[config.mk]
export PLATFORM = sky130hd
export DESIGN_NAME = sargantana_icache_replace_ctrl_flat
export DESIGN_NICKNAME = d
export VERILOG_FILES = /design/src/rtl/sargantana_icache_replace_ctrl_if.sv /design/src/rtl/sargantana_icache_replace_ctrl.sv /design/src/flat_wrapper.sv
export SDC_FILE = /design/constraint.sdc
export NUM_CORES = 1
export LEC_CHECK = 0
export ABC_AREA = 1
export CAP_MARGIN = 20
export CELL_PAD_IN_SITES_DETAIL_PLACEMENT = 0
export CELL_PAD_IN_SITES_GLOBAL_PLACEMENT = 1
export CORE_MARGIN = 2
export CORE_UTILIZATION = 36
export CTS_CLUSTER_DIAMETER = 150
export DETAILED_ROUTE_END_ITERATION = 6
export PLACE_DENSITY_LB_ADDON = 0.1
export SYNTH_ARGS = -nofsm -noshare
export SYNTH_HDL_FRONTEND = slang
export SYNTH_SLANG_ARGS = --single-unit
[constraint.sdc]
create_clock -name clk_i -period 3 [get_ports clk_i]
set_clock_uncertainty 0.05 [all_clocks]
set_input_delay 0.9 -clock clk_i [delete_from_list [all_inputs] [get_ports clk_i]]
set_output_delay 0.9 -clock clk_i [all_outputs]
set_load 0.05 [all_outputs]
[src/rtl/sargantana_icache_replace_ctrl_if.sv]
// sargantana_icache_replace_ctrl_if: core-side and RAM-side signals of the icache replacement controller.
interface sargantana_icache_replace_ctrl_if #(
    parameter int ICACHE_N_WAY     = 4,
    parameter int ICACHE_IDX_WIDTH = 6
);
    localparam int W = $clog2(ICACHE_N_WAY);
    logic                        flush_req_i;
    logic                        busy_o;
    logic                        flush_done_o;
    logic                        inval_valid_i;
    logic [ICACHE_IDX_WIDTH-1:0] inval_idx_i;
    logic                        inval_ready_o;
    logic                        cache_rd_ena_i;
    logic                        cache_wr_ena_i;
    logic [ICACHE_IDX_WIDTH-1:0] cline_index_i;
    logic [ICACHE_N_WAY-1:0]     way_valid_bits_i;
    logic                        cmp_en_i;
    logic                        hit_i;
    logic [W-1:0]                hit_way_i;
    logic [W-1:0]                way_to_replace_o;
    logic [ICACHE_IDX_WIDTH-1:0] addr_valid_o;
    logic [ICACHE_N_WAY-1:0]     tag_req_valid_o;
    logic [ICACHE_N_WAY-1:0]     data_req_valid_o;
    logic                        we_valid_o;
    logic                        valid_bit_o;
    modport slave (
        input  flush_req_i, inval_valid_i, inval_idx_i, cache_rd_ena_i, cache_wr_ena_i,
               cline_index_i, way_valid_bits_i, cmp_en_i, hit_i, hit_way_i,
        output busy_o, flush_done_o, inval_ready_o, way_to_replace_o, addr_valid_o,
               tag_req_valid_o, data_req_valid_o, we_valid_o, valid_bit_o
    );
    modport master (
        output flush_req_i, inval_valid_i, inval_idx_i, cache_rd_ena_i, cache_wr_ena_i,
               cline_index_i, way_valid_bits_i, cmp_en_i, hit_i, hit_way_i,
        input  busy_o, flush_done_o, inval_ready_o, way_to_replace_o, addr_valid_o,
               tag_req_valid_o, data_req_valid_o, we_valid_o, valid_bit_o
    );
endinterface

[src/rtl/sargantana_icache_replace_ctrl.sv]
// sargantana_icache_replace_ctrl: icache victim selection, flush sweep and valid-bit RAM commands.
// Define ICACHE_PLRU_EN for per-set tree PLRU; otherwise a 16-bit LFSR picks victims.
module sargantana_icache_replace_ctrl #(
    parameter int ICACHE_N_WAY     = 4,
    parameter int ICACHE_IDX_WIDTH = 6
) (
    input logic clk_i,
    input logic rstn_i,
    sargantana_icache_replace_ctrl_if.slave bus
);
    localparam int W     = $clog2(ICACHE_N_WAY);
    localparam int NT    = ICACHE_N_WAY - 1;
    localparam int N_SET = 1 << ICACHE_IDX_WIDTH;
    typedef enum logic [1:0] {IDLE, FLUSH, DONE} state_e;
    state_e                      state_q, state_d;
    logic [ICACHE_IDX_WIDTH-1:0] cnt_q, cnt_d;
    logic [W-1:0]                way_q, way_d, inv_way, pol_way;
    logic [ICACHE_N_WAY-1:0]     way_oh, inv_bits, inv_sh;
    logic                        flush_act, inv_acc, wr_cmd, rd_cmd;

    always_ff @(posedge clk_i or negedge rstn_i) begin
        if (!rstn_i) begin
            state_q <= IDLE;
            cnt_q   <= '0;
            way_q   <= '0;
        end else begin
            state_q <= state_d;
            cnt_q   <= cnt_d;
            way_q   <= way_d;
        end
    end

    always_comb begin
        state_d = state_q == IDLE  ? (bus.flush_req_i ? FLUSH : IDLE) :
                  state_q == FLUSH ? (cnt_q == '1 ? DONE : FLUSH) : IDLE;
        cnt_d   = state_q == FLUSH ? cnt_q + 1'b1 : '0;
    end

    always_comb begin
        bus.busy_o        = state_q == FLUSH;
        bus.flush_done_o  = state_q == DONE;
        bus.inval_ready_o = state_q == IDLE && !bus.flush_req_i;
    end

    // One RAM command per cycle: sweep, then invalidation, then refill, then lookup
    always_comb begin
        flush_act            = state_q == FLUSH;
        inv_acc              = bus.inval_valid_i & bus.inval_ready_o;
        wr_cmd               = bus.cache_wr_ena_i & ~flush_act & ~inv_acc;
        rd_cmd               = bus.cache_rd_ena_i & ~bus.cache_wr_ena_i & ~flush_act & ~inv_acc;
        way_oh               = ICACHE_N_WAY'(1) << way_q;
        bus.addr_valid_o     = flush_act ? cnt_q : inv_acc ? bus.inval_idx_i : bus.cline_index_i;
        bus.tag_req_valid_o  = (flush_act | inv_acc | rd_cmd) ? '1 : wr_cmd ? way_oh : '0;
        bus.data_req_valid_o = wr_cmd ? way_oh : rd_cmd ? '1 : '0;
        bus.we_valid_o       = flush_act | inv_acc | wr_cmd;
        bus.valid_bit_o      = wr_cmd;
        bus.way_to_replace_o = way_q;
    end

    always_comb begin
        inv_way  = '0;
        inv_sh   = '0;
        inv_bits = ~bus.way_valid_bits_i;
        for (int i = ICACHE_N_WAY - 1; i >= 0; i--) begin
            inv_sh = inv_bits >> i;
            if (inv_sh[0]) inv_way = W'(i);
        end
        way_d = bus.cmp_en_i ? (&bus.way_valid_bits_i ? pol_way : inv_way) : way_q;
    end

`ifdef ICACHE_PLRU_EN
    logic [N_SET-1:0][NT-1:0] plru_q, plru_d;

    function automatic logic [W-1:0] plru_victim(input logic [NT-1:0] t);
        logic [NT-1:0] ts;
        int            n;
        n = 0;
        for (int l = 0; l < W; l++) begin
            ts = t >> n;
            n  = 2 * n + 1 + int'(ts[0]);
        end
        return W'(n - NT);
    endfunction

    // Each node on the path is pointed at the sibling subtree of the accessed way
    function automatic logic [NT-1:0] plru_touch(input logic [NT-1:0] t, input logic [W-1:0] w);
        logic [NT-1:0] r;
        logic [W-1:0]  ws;
        int            n;
        r = t;
        n = 0;
        for (int l = 0; l < W; l++) begin
            ws = w >> (W - 1 - l);
            r  = (r & ~(NT'(1) << n)) | (NT'(~ws[0]) << n);
            n  = 2 * n + 1 + int'(ws[0]);
        end
        return r;
    endfunction

    always_ff @(posedge clk_i or negedge rstn_i) begin
        if (!rstn_i) plru_q <= '0;
        else plru_q <= plru_d;
    end

    always_comb begin
        plru_d = plru_q;
        if (flush_act) plru_d[cnt_q] = '0;
        else if (inv_acc) plru_d[bus.inval_idx_i] = '0;
        else if (wr_cmd) plru_d[bus.cline_index_i] = plru_touch(plru_q[bus.cline_index_i], way_q);
        else if (rd_cmd & bus.hit_i) plru_d[bus.cline_index_i] = plru_touch(plru_q[bus.cline_index_i], bus.hit_way_i);
        pol_way = plru_victim(plru_q[bus.cline_index_i]);
    end
`else
    logic [15:0] lfsr_q, lfsr_d;
    logic        full_q, full_d;

    always_ff @(posedge clk_i or negedge rstn_i) begin
        if (!rstn_i) begin
            lfsr_q <= 16'hACE1;
            full_q <= 1'b0;
        end else begin
            lfsr_q <= lfsr_d;
            full_q <= full_d;
        end
    end

    // Only refills that displaced a valid line consume randomness
    always_comb begin
        lfsr_d  = (wr_cmd & full_q) ? {lfsr_q[0] ^ lfsr_q[2] ^ lfsr_q[3] ^ lfsr_q[5], lfsr_q[15:1]} : lfsr_q;
        full_d  = bus.cmp_en_i ? &bus.way_valid_bits_i : full_q;
        pol_way = lfsr_q[W-1:0];
    end
`endif
endmodule

[src/flat_wrapper.sv]
// flat-port wrapper written by rule: the top's interface ports become plain ports
module sargantana_icache_replace_ctrl_flat 
#(
    parameter int ICACHE_N_WAY     = 4,
    parameter int ICACHE_IDX_WIDTH = 6
)
  (clk_i, rstn_i, bus_flush_req_i, bus_inval_valid_i, bus_inval_idx_i, bus_cache_rd_ena_i, bus_cache_wr_ena_i, bus_cline_index_i, bus_way_valid_bits_i, bus_cmp_en_i, bus_hit_i, bus_hit_way_i, bus_busy_o, bus_flush_done_o, bus_inval_ready_o, bus_way_to_replace_o, bus_addr_valid_o, bus_tag_req_valid_o, bus_data_req_valid_o, bus_we_valid_o, bus_valid_bit_o);
  sargantana_icache_replace_ctrl_if #(.ICACHE_N_WAY(ICACHE_N_WAY), .ICACHE_IDX_WIDTH(ICACHE_IDX_WIDTH)) bus_i ();
  input logic clk_i;
  input logic rstn_i;
  input wire logic [$bits(bus_i.flush_req_i)-1:0] bus_flush_req_i;
  input wire logic [$bits(bus_i.inval_valid_i)-1:0] bus_inval_valid_i;
  input wire logic [$bits(bus_i.inval_idx_i)-1:0] bus_inval_idx_i;
  input wire logic [$bits(bus_i.cache_rd_ena_i)-1:0] bus_cache_rd_ena_i;
  input wire logic [$bits(bus_i.cache_wr_ena_i)-1:0] bus_cache_wr_ena_i;
  input wire logic [$bits(bus_i.cline_index_i)-1:0] bus_cline_index_i;
  input wire logic [$bits(bus_i.way_valid_bits_i)-1:0] bus_way_valid_bits_i;
  input wire logic [$bits(bus_i.cmp_en_i)-1:0] bus_cmp_en_i;
  input wire logic [$bits(bus_i.hit_i)-1:0] bus_hit_i;
  input wire logic [$bits(bus_i.hit_way_i)-1:0] bus_hit_way_i;
  output wire logic [$bits(bus_i.busy_o)-1:0] bus_busy_o;
  output wire logic [$bits(bus_i.flush_done_o)-1:0] bus_flush_done_o;
  output wire logic [$bits(bus_i.inval_ready_o)-1:0] bus_inval_ready_o;
  output wire logic [$bits(bus_i.way_to_replace_o)-1:0] bus_way_to_replace_o;
  output wire logic [$bits(bus_i.addr_valid_o)-1:0] bus_addr_valid_o;
  output wire logic [$bits(bus_i.tag_req_valid_o)-1:0] bus_tag_req_valid_o;
  output wire logic [$bits(bus_i.data_req_valid_o)-1:0] bus_data_req_valid_o;
  output wire logic [$bits(bus_i.we_valid_o)-1:0] bus_we_valid_o;
  output wire logic [$bits(bus_i.valid_bit_o)-1:0] bus_valid_bit_o;
  assign bus_i.flush_req_i = bus_flush_req_i;
  assign bus_i.inval_valid_i = bus_inval_valid_i;
  assign bus_i.inval_idx_i = bus_inval_idx_i;
  assign bus_i.cache_rd_ena_i = bus_cache_rd_ena_i;
  assign bus_i.cache_wr_ena_i = bus_cache_wr_ena_i;
  assign bus_i.cline_index_i = bus_cline_index_i;
  assign bus_i.way_valid_bits_i = bus_way_valid_bits_i;
  assign bus_i.cmp_en_i = bus_cmp_en_i;
  assign bus_i.hit_i = bus_hit_i;
  assign bus_i.hit_way_i = bus_hit_way_i;
  assign bus_busy_o = bus_i.busy_o;
  assign bus_flush_done_o = bus_i.flush_done_o;
  assign bus_inval_ready_o = bus_i.inval_ready_o;
  assign bus_way_to_replace_o = bus_i.way_to_replace_o;
  assign bus_addr_valid_o = bus_i.addr_valid_o;
  assign bus_tag_req_valid_o = bus_i.tag_req_valid_o;
  assign bus_data_req_valid_o = bus_i.data_req_valid_o;
  assign bus_we_valid_o = bus_i.we_valid_o;
  assign bus_valid_bit_o = bus_i.valid_bit_o;
  sargantana_icache_replace_ctrl #(.ICACHE_N_WAY(ICACHE_N_WAY), .ICACHE_IDX_WIDTH(ICACHE_IDX_WIDTH)) u_core (.clk_i(clk_i), .rstn_i(rstn_i), .bus(bus_i));
endmodule
* Word level (Yosys, flattened, before mapping)
Index checks and enable logic that the tools add are counted.
** Storage, ports and cells
- Output and inout port bits :: 21
- Logic and storage cells :: 47
- Bits in registers :: 27
- Input bits :: 26
** Cells by class
- Bitwise operators :: 17
- Eq/ne operators :: 3
- Reductions and logical operators :: 4
- Mux-type cells :: 16
- Shift operators :: 1
- Add/sub/neg operators :: 1
** Operators with widths (number)
- two-way mux 6 bit :: 3
- two-way mux 2 bit :: 8
- two-way mux 4 bit :: 4
- bitwise AND 1 bit :: 7
- adder 6 x 1 -> 6 bit (second input constant) :: 1
- == test 6 bit (second input constant) :: 1
- NOT 4 bit :: 1
- AND reduction 4 bit :: 1
- left shift 1 x 2 -> 4 bit (first input constant) :: 1
- NOT 1 bit :: 3
- bitwise OR 1 bit :: 3
- bitwise XOR 1 bit :: 3
- == test 2 x 1 -> 1 bit (second input constant) :: 1
- == test 2 bit (second input constant) :: 1
- zero test 2 bit :: 1
- logical AND 1 bit :: 1
- zero test 1 bit :: 1
- two-way mux 1 bit :: 1

* Logic depth before layout (Yosys ltp)
Gate-level depths: netlist of the first run.
- Depth after elaboration :: 7
- Depth in mapped cells :: 7
- Gate-level depth less buffers :: 7

* Worst setup path before layout of the first run
No wires, ideal clock.
- Path type :: input-to-output
- From :: input bus_flush_req_i
- To :: output bus_addr_valid_o[4]
- Stages on the path :: 6
- Path buffers :: 1
- Slack :: -0.414 ns
- Arrival time :: 2.464 ns
- Path through :: inv_1 > nand3_4 > buf_6 > nand2_1 > nand2_1 > o21ai_0
** Between the ends
- Cells in the longest elaborated chain, start to end :: 5
** Ends and longest elaborated chain
- start: declaration :: RTL line flat_wrapper.sv:11 : input wire logic [$bits(bus_i.flush_req_i)-1:0] bus_flush_req_i;
- zero test 1 bit :: RTL line sargantana_icache_replace_ctrl.sv:42 : bus.inval_ready_o = state_q == IDLE && !bus.flush_req_i;
- logical AND 1 bit :: RTL line sargantana_icache_replace_ctrl.sv:42
- bitwise AND 1 bit :: RTL line sargantana_icache_replace_ctrl.sv:48 : inv_acc = bus.inval_valid_i & bus.inval_ready_o;
- two-way mux 6 bit (2 in a row) :: RTL line sargantana_icache_replace_ctrl.sv:52 : bus.addr_valid_o = flush_act ? cnt_q : inv_acc ? bus.inval_idx_i : bus.cline_index_i;
- end: declaration :: RTL line flat_wrapper.sv:25 : output wire logic [$bits(bus_i.addr_valid_o)-1:0] bus_addr_valid_o;
No other way between the ends.

* Worst setup path after layout of the first run
- From :: input bus_cache_rd_ena_i
- To :: output bus_tag_req_valid_o[3]
** Between the ends
- Cells in the longest elaborated chain, start to end :: 5
** Ends and longest elaborated chain
- start: declaration :: RTL line flat_wrapper.sv:14 : input wire logic [$bits(bus_i.cache_rd_ena_i)-1:0] bus_cache_rd_ena_i;
- bitwise AND 1 bit (3 in a row) :: RTL line sargantana_icache_replace_ctrl.sv:50 : rd_cmd = bus.cache_rd_ena_i & ~bus.cache_wr_ena_i & ~flush_act & ~inv_acc;
- bitwise OR 1 bit :: RTL line sargantana_icache_replace_ctrl.sv:53 : bus.tag_req_valid_o = (flush_act | inv_acc | rd_cmd) ? '1 : wr_cmd ? way_oh : '0;
- two-way mux 4 bit :: RTL line sargantana_icache_replace_ctrl.sv:53
- end: declaration :: RTL line flat_wrapper.sv:26 : output wire logic [$bits(bus_i.tag_req_valid_o)-1:0] bus_tag_req_valid_o;
No other way between the ends.

==> flow_summary.yaml, run 1 <==
run_status:
  status: "completed"
logic_synthesis:
  synth_warnings: 0
  syn_nets: 237
  synth_seq_area_share_pct: 43.6
  yosysTopAreaCell: "dfrtp_1"
  ys_ff_latch: 27
  synth_most_common_cell: "nand2_1"
  ys_types: 25
  async_reset_ff_share_pct: 100
  ys.flop_type: "dfrtp_1"
  synth_edf_count: 0
  syn-cell-area_sq_mm: 0.00157
  avgSynthCellArea_sq_um: 7.49
  syn_inst: 210
  synth_top_cell_area_share_pct: 30.2
  synthTopCellsByCount: "77 x nand2_1, 27 x inv_1, 26 x nand3_1, 19 x dfrtp_1, 13 x nor2_1"
  synthTopCellsByArea: "dfrtp_1 30%, nand2_1 18%, dfstp_2 13%, nand3_1 8.3%, inv_1 6.4%"
drt:
  wl_per_cell_um: 11.5
  viasPerCell: 4.62
  first_pass_iters: 4
  antenna_left: 0
  drcViolationCount: 0
  wirelength_um: 3740
  drtIter0Drc: 72
  dr_total_vias: 1501
clock_tree:
  cts_made_buffers: 3
  cts_sinks: 27
  tritoncts: "yes"
  clk_latency_ns: 0.28
  clkTransAtPathRegs_ns: 0.09
  root_buffer: "clkbuf_8"
  htree_levels: 1
  clockBufferDepth: 2
final_layout:
  syn_to_final_growth_pct: 58.6
  diodes: 0
  regArea_sq_um: 686
  fillCellCount: 402
  instances_no_fill: 325
  drive_gt1_share_pct: 30.4
  finalNetCount: 301
  post-route-util_pct: 58.1
  multi_input_area_sq_um: 822
setup_path:
  worstSetupEndpointType: "primary output"
  slowest_stage: "clkdlybuf4s50_1"
  reg2reg_depth: 12
  crit_end: "bus_tag_req_valid_o[3]"
  worstSetupStartpointType: "input pin"
  arrival_ns: 1.92
  cp_cell_sequence: "clkdlybuf4s50_1 -> nand2_1 -> nand3_1 -> inv_2 -> nand2_2 -> buf_12"
  rrSetupSlack_ns: 1.02
  crit_required_ns: 2.05
  crit_start: "bus_cache_rd_ena_i"
  critical_path_class: "in2out"
  rr_startpoint: "u_core.state_q[1]$_DFF_PN0_"
  r2r-end: "u_core.lfsr_q[15]$_DFFE_PN1P_"
  cp_max_fo: 4
  critPathMaxStageDelay_ns: 0.46
sta:
  slew-limit-headroom_pct: 60.8
  tightestPinTransition_ns: 0.588
  period_share_pct: 95.6
  max_freq_mhz: 349
  drv_slew: 0
  hold_viol_final: 0
  finalSetupViolations: 0
  grt_setup_unrepaired: "false"
  timing.final.crit_period_ns: 2.87
floorplan:
  core_area_sq_mm: 0.00429
  initial_core_util_pct: 36.6
  io_pins: 47
  fp-row-count: 24
  die_x_um: 70.1
  chipHeight_um: 70.1
  fp.dieArea_sq_mm: 0.00491
global_route:
  antenna_found_initial: 0
  grt_pass1_vias: 1526
  grt_pass1_wl_um: 6730
  grt_max_degree: 28
  grt_usage_pct: 16.6
  grt.overflow.total: 0
power:
  total_power_mw: 0.667
  powerDensity_mw_per_mm2: 267
  max-vdd-ir-drop_v: 0.000315
  p_leak_nw: 1.24
run:
  cap_viol_max_count: 0
placed_design:
  place.detailed.hpwl_um: 2680
  dpl.cell_count: 312
  gp_congestion: 0.680
  port_buffers: 43
hold_path:
  holdCritPathClass: "reg2reg"
## placed cells by master (no fill, tap or decap)
cell             count
o21a_1               1
dfstp_2              8
inv_1               23
nand2_4              5
clkinvlp_4           1
inv_2                7
nand4_1              5
nand3_2              1
nand3_4              7
a21oi_4              1
a21oi_1              2
nor2_1              13
dfrtp_1             19
buf_4               21
o211ai_2             1
nand3_1             22
o21ai_1              1
nor2_4               2
clkdlybuf4s50_1     23
nand2_2              6
o21ai_2              2
o21ai_0              7
dlygate4sd2_1        3
buf_12              17
nand2_1             67
inv_4                1
clkbuf_8             3
ha_1                 1
nor3_1               3
## critical path, delay by kind of cell
family | cells | cell delay (ns)
buffers and inverters | 3 | 0.75
and+or+nand+nor | 3 | 0.27
## metrics by stage
step / area (sq um) / TNS [ns] / hold WS, ns / setup WS, ns
global placement: 2270 / -0.873 / 0.407 / -0.102
floorplan: 1580 / 0 / 0.396 / 0.105
detailed placement: 2270 / -1.04 / 0.408 / -0.129
CTS: 2490 / 0 / 0.426 / 0.136
finish: 2490 / 0 / 0.424 / 0.133
global route: 2490 / 0 / 0.448 / 0.0635
## sequential cells by signal, indices dropped and copies added (netlist names)
name / flops
u_core.bus.way_to_replace_o: 2
u_core.lfsr_q: 16
u_core.state_q: 2
u_core.cnt_q: 6
u_core.full_q: 1
## where the power goes
group / internal (mW) / switching (mW)
logic: 0.0379 / 0.0364
registers: 0.367 / 0.00763
clock network: 0.0945 / 0.123
total: 0.499 / 0.167
## layout make-up
type,count,share of cell area [%]
Multi-Input combinational cell,147,32.9
Timing Repair Buffer,64,30.2
Sequential cell,27,27.5
Inverter,31,4.76
Tap cell,52,2.61
Clock buffer,3,1.65
Clock inverter,1,0.301
## cells by family after synthesis
logic type               Yosys count  share of synthesized area (%)
adder cells (fa/ha/maj)            1                          0.795
buffers and inverters             37                           12.1
flip-flops                        27                           43.6
AO/OA/AOI/OAI                     15                           6.13
AND/OR/NAND/NOR                  130                           37.4
## how the worst min path moves through the flow
| stage | from | endpoint | cells after the start |
|---|---|---|---|
| global route | u_core.lfsr_q[13]$_DFFE_PN1P_ | u_core.lfsr_q[13]$_DFFE_PN1P_ | 2 |
| global placement | u_core.lfsr_q[11]$_DFFE_PN1P_ | u_core.lfsr_q[11]$_DFFE_PN1P_ | 2 |
| CTS | u_core.lfsr_q[10]$_DFFE_PN1P_ | u_core.lfsr_q[10]$_DFFE_PN1P_ | 2 |
| detailed placement | u_core.lfsr_q[10]$_DFFE_PN1P_ | u_core.lfsr_q[10]$_DFFE_PN1P_ | 2 |
| floorplan | u_core.lfsr_q[10]$_DFFE_PN1P_ | u_core.lfsr_q[10]$_DFFE_PN1P_ | 2 |
| finish | u_core.lfsr_q[13]$_DFFE_PN1P_ | u_core.lfsr_q[13]$_DFFE_PN1P_ | 2 |
## what timing repair did
item / 4_1_cts / 5_1_grt
setup buffers: 8 / 0
resized for setup: 31 / 0
hold buffers: 0 / 0
endpoints found under the setup margin: 13 / 0
## layer usage
metal | GRT usage, % | share of wire, % | routed length, um | vias up
met2 | 28.4 | 48 | 1800 | 25
met1 | 22.3 | 48 | 1780 | 683
met5 | 0 | 0 | 0 | -
met4 | 1.28 | 0.19 | 7 | 0
met3 | 4.18 | 4.0 | 149 | 2
li1 | - | - | - | 791
Note: power is estimated with default switching activity, not from simulation.
==> run 2, diff against run 1 <==
--- a/config.mk
+++ b/config.mk
@@ -6,10 +6,11 @@
 export NUM_CORES = 1
 export LEC_CHECK = 0
 export ABC_AREA = 1
+export ABC_CLOCK_PERIOD_IN_PS = 3000
 export CAP_MARGIN = 20
 export CELL_PAD_IN_SITES_DETAIL_PLACEMENT = 0
 export CELL_PAD_IN_SITES_GLOBAL_PLACEMENT = 1
-export CORE_MARGIN = 2
+export CORE_MARGIN = 3
 export CORE_UTILIZATION = 36
 export CTS_CLUSTER_DIAMETER = 150
 export DETAILED_ROUTE_END_ITERATION = 6
==> run 2 against run 1 <==
  * Sequential cell count stayed put
  * Utilization is 0.42 points lower
  * Combinational power is 2% lower
  * Non-clock buffer count is 9 lower
  * Register-to-register slack better by 0.32 ns
  * Clock power is 8% lower
  * Sequential share of layout area is 1.4 points higher
  * Critical path depth stayed put
  * First-iteration DRC count is 32% lower
  * Global-route usage is 2.1 points lower
  * Wire length is 6.7% lower
  * Largest cell class unchanged
==> flow_summary.yaml, run 2 (synthesized netlist as in run 1, its figures left out) <==
run_status:
  status: "completed"
hold_path:
  holdCritPathClass: "reg2reg"
clock_tree:
  cts_hold_buf: 0
  htree_levels: 1
  cts_sinks: 27
  clockBufferDepth: 2
  cts_made_buffers: 3
  clkTransAtPathRegs_ns: 0.09
  root_buffer: "clkbuf_8"
  tritoncts: "yes"
  clk_latency_ns: 0.27
floorplan:
  fp-row-count: 23
  chipHeight_um: 72.1
  die_x_um: 72.1
  core_area_sq_mm: 0.00412
  initial_core_util_pct: 38.2
  fp.dieArea_sq_mm: 0.00520
  io_pins: 47
final_layout:
  fillCellCount: 409
  finalNetCount: 292
  largest-register: "u_core.lfsr_q"
  final_common_cell: "nand2_1"
  syn_to_final_growth_pct: 50.9
  post-route-util_pct: 57.7
  top_regs: "u_core.lfsr_q: 16 flops, u_core.cnt_q: 6 flops"
  diodes: 0
  design_area_sq_mm: 0.00237
  final_cell_mix: "69 x nand2_1, 23 x inv_1, 23 x clkdlybuf4s50_1"
  drive_gt1_share_pct: 27.7
  largest_register_ffs: 16
sta:
  max_freq_mhz: 350
  hold_viol_final: 0
  tightestPinTransition_ns: 0.523
  grt_setup_unrepaired: "false"
  timing.final.crit_period_ns: 2.85
  fin_tns_setup_ns: 0
  period_share_pct: 95.1
  slew-limit-headroom_pct: 65.1
  drv_slew: 0
  finalSetupViolations: 0
setup_path:
  worstSetupEndpointType: "primary output"
  cp_max_fo: 4
  crit_required_ns: 2.05
  critical_path_class: "in2out"
  arrival_ns: 1.90
  worstSetupStartpointType: "input pin"
global_route:
  grt_usage_pct: 14.5
  grt.overflow.total: 0
  grt_pass1_wl_um: 6150
  antenna_found_initial: 0
  grt_max_degree: 28
  grt_pass1_vias: 1402
drt:
  wl_met1_um: 1740
  wirelength_um: 3490
  antenna_left: 0
  dr_total_vias: 1446
  wl_per_cell_um: 11.1
  viasPerCell: 4.61
  first_pass_iters: 4
  routed-wl-met3_um: 193
  drcViolationCount: 0
  dr_wl_met2_um: 1500
  dr.max_layer_used: "met4"
  drtIter0Drc: 49
power:
  max-vdd-ir-drop_v: 0.000269
  powerDensity_mw_per_mm2: 272
  p_leak_nw: 1.20
placed_design:
  gp_congestion: 0.723
  place.detailed.hpwl_um: 2620
  post_dp_cell_area_sq_mm: 0.00225
  port_buffers: 43
run:
  cap_viol_max_count: 0
[run 2: cell count changes in the layout (fill, tap and decap cells not counted), sizes merged]
cell / delta
buf: -9
clkinvlp: -1
clkinv: +1
[run 2: metrics by stage]
stage                     instances  hold WS, ns  worst slack, ns  power, mW
after floorplan                 210        0.396            0.105      0.400
after global placement          308        0.405          -0.0788      0.450
after detailed placement        308        0.409          -0.0932      0.451
after CTS                       314        0.425            0.137      0.656
after global routing            314        0.439           0.0802      0.676
final                           314        0.422            0.147      0.646
[run 2: final timing paths]
check                      slack [ns]                            end  cells after the start                    startpoint
max reg2reg                      1.34   u_core.lfsr_q[9]$_DFFE_PN0P_                      8   u_core.state_q[1]$_DFF_PN0_
max                              0.15         bus_tag_req_valid_o[0]                      6            bus_cache_rd_ena_i
min                              0.42   u_core.lfsr_q[6]$_DFFE_PN1P_                      2  u_core.lfsr_q[6]$_DFFE_PN1P_
min in group asynchronous        0.94   u_core.lfsr_q[3]$_DFFE_PN0P_                      2                        rstn_i
max in group asynchronous        1.65  u_core.lfsr_q[10]$_DFFE_PN1P_                      2                        rstn_i
min reg2reg                      0.42   u_core.lfsr_q[6]$_DFFE_PN1P_                      2  u_core.lfsr_q[6]$_DFFE_PN1P_
[run 2: where the power goes]
group	leakage, nW	switching [mW]	internal (mW)
sequential	0.326	0.00583	0.367
combinational	0.845	0.0360	0.0371
clock	0.0255	0.107	0.0929
total	1.20	0.149	0.497
[run 2: critical path, cell delays in order]
cell,delay [ns]
clkdlybuf4s50_1,0.47
nand2_1,0.10
nand3_1,0.09
inv_2,0.12
nand2_2,0.08
buf_12,0.15
[run 2: per-layer routing]
metal | global-route usage (%) | vias up
met5 | 0 | -
met4 | 5.01 | 0
met2 | 23.4 | 39
li1 | - | 775
met1 | 20.3 | 627
met3 | 1.66 | 5
[run 2: area by class of cell]
cell class | instances | area, sq um | area share (%)
Multi-Input combinational cell | 147 | 773 | 32.6
Inverter | 31 | 119 | 5.01
Sequential cell | 27 | 686 | 28.9
Clock buffer | 3 | 41.3 | 1.74
Timing Repair Buffer | 55 | 687 | 28.9
Tap cell | 50 | 62.6 | 2.64
Clock inverter | 1 | 5.00 | 0.211
[run 2: repair_timing]
action                                  CTS  global route
endpoints found under the setup margin   13             0
gates resized for setup                  22             0
buffers inserted                          1             0
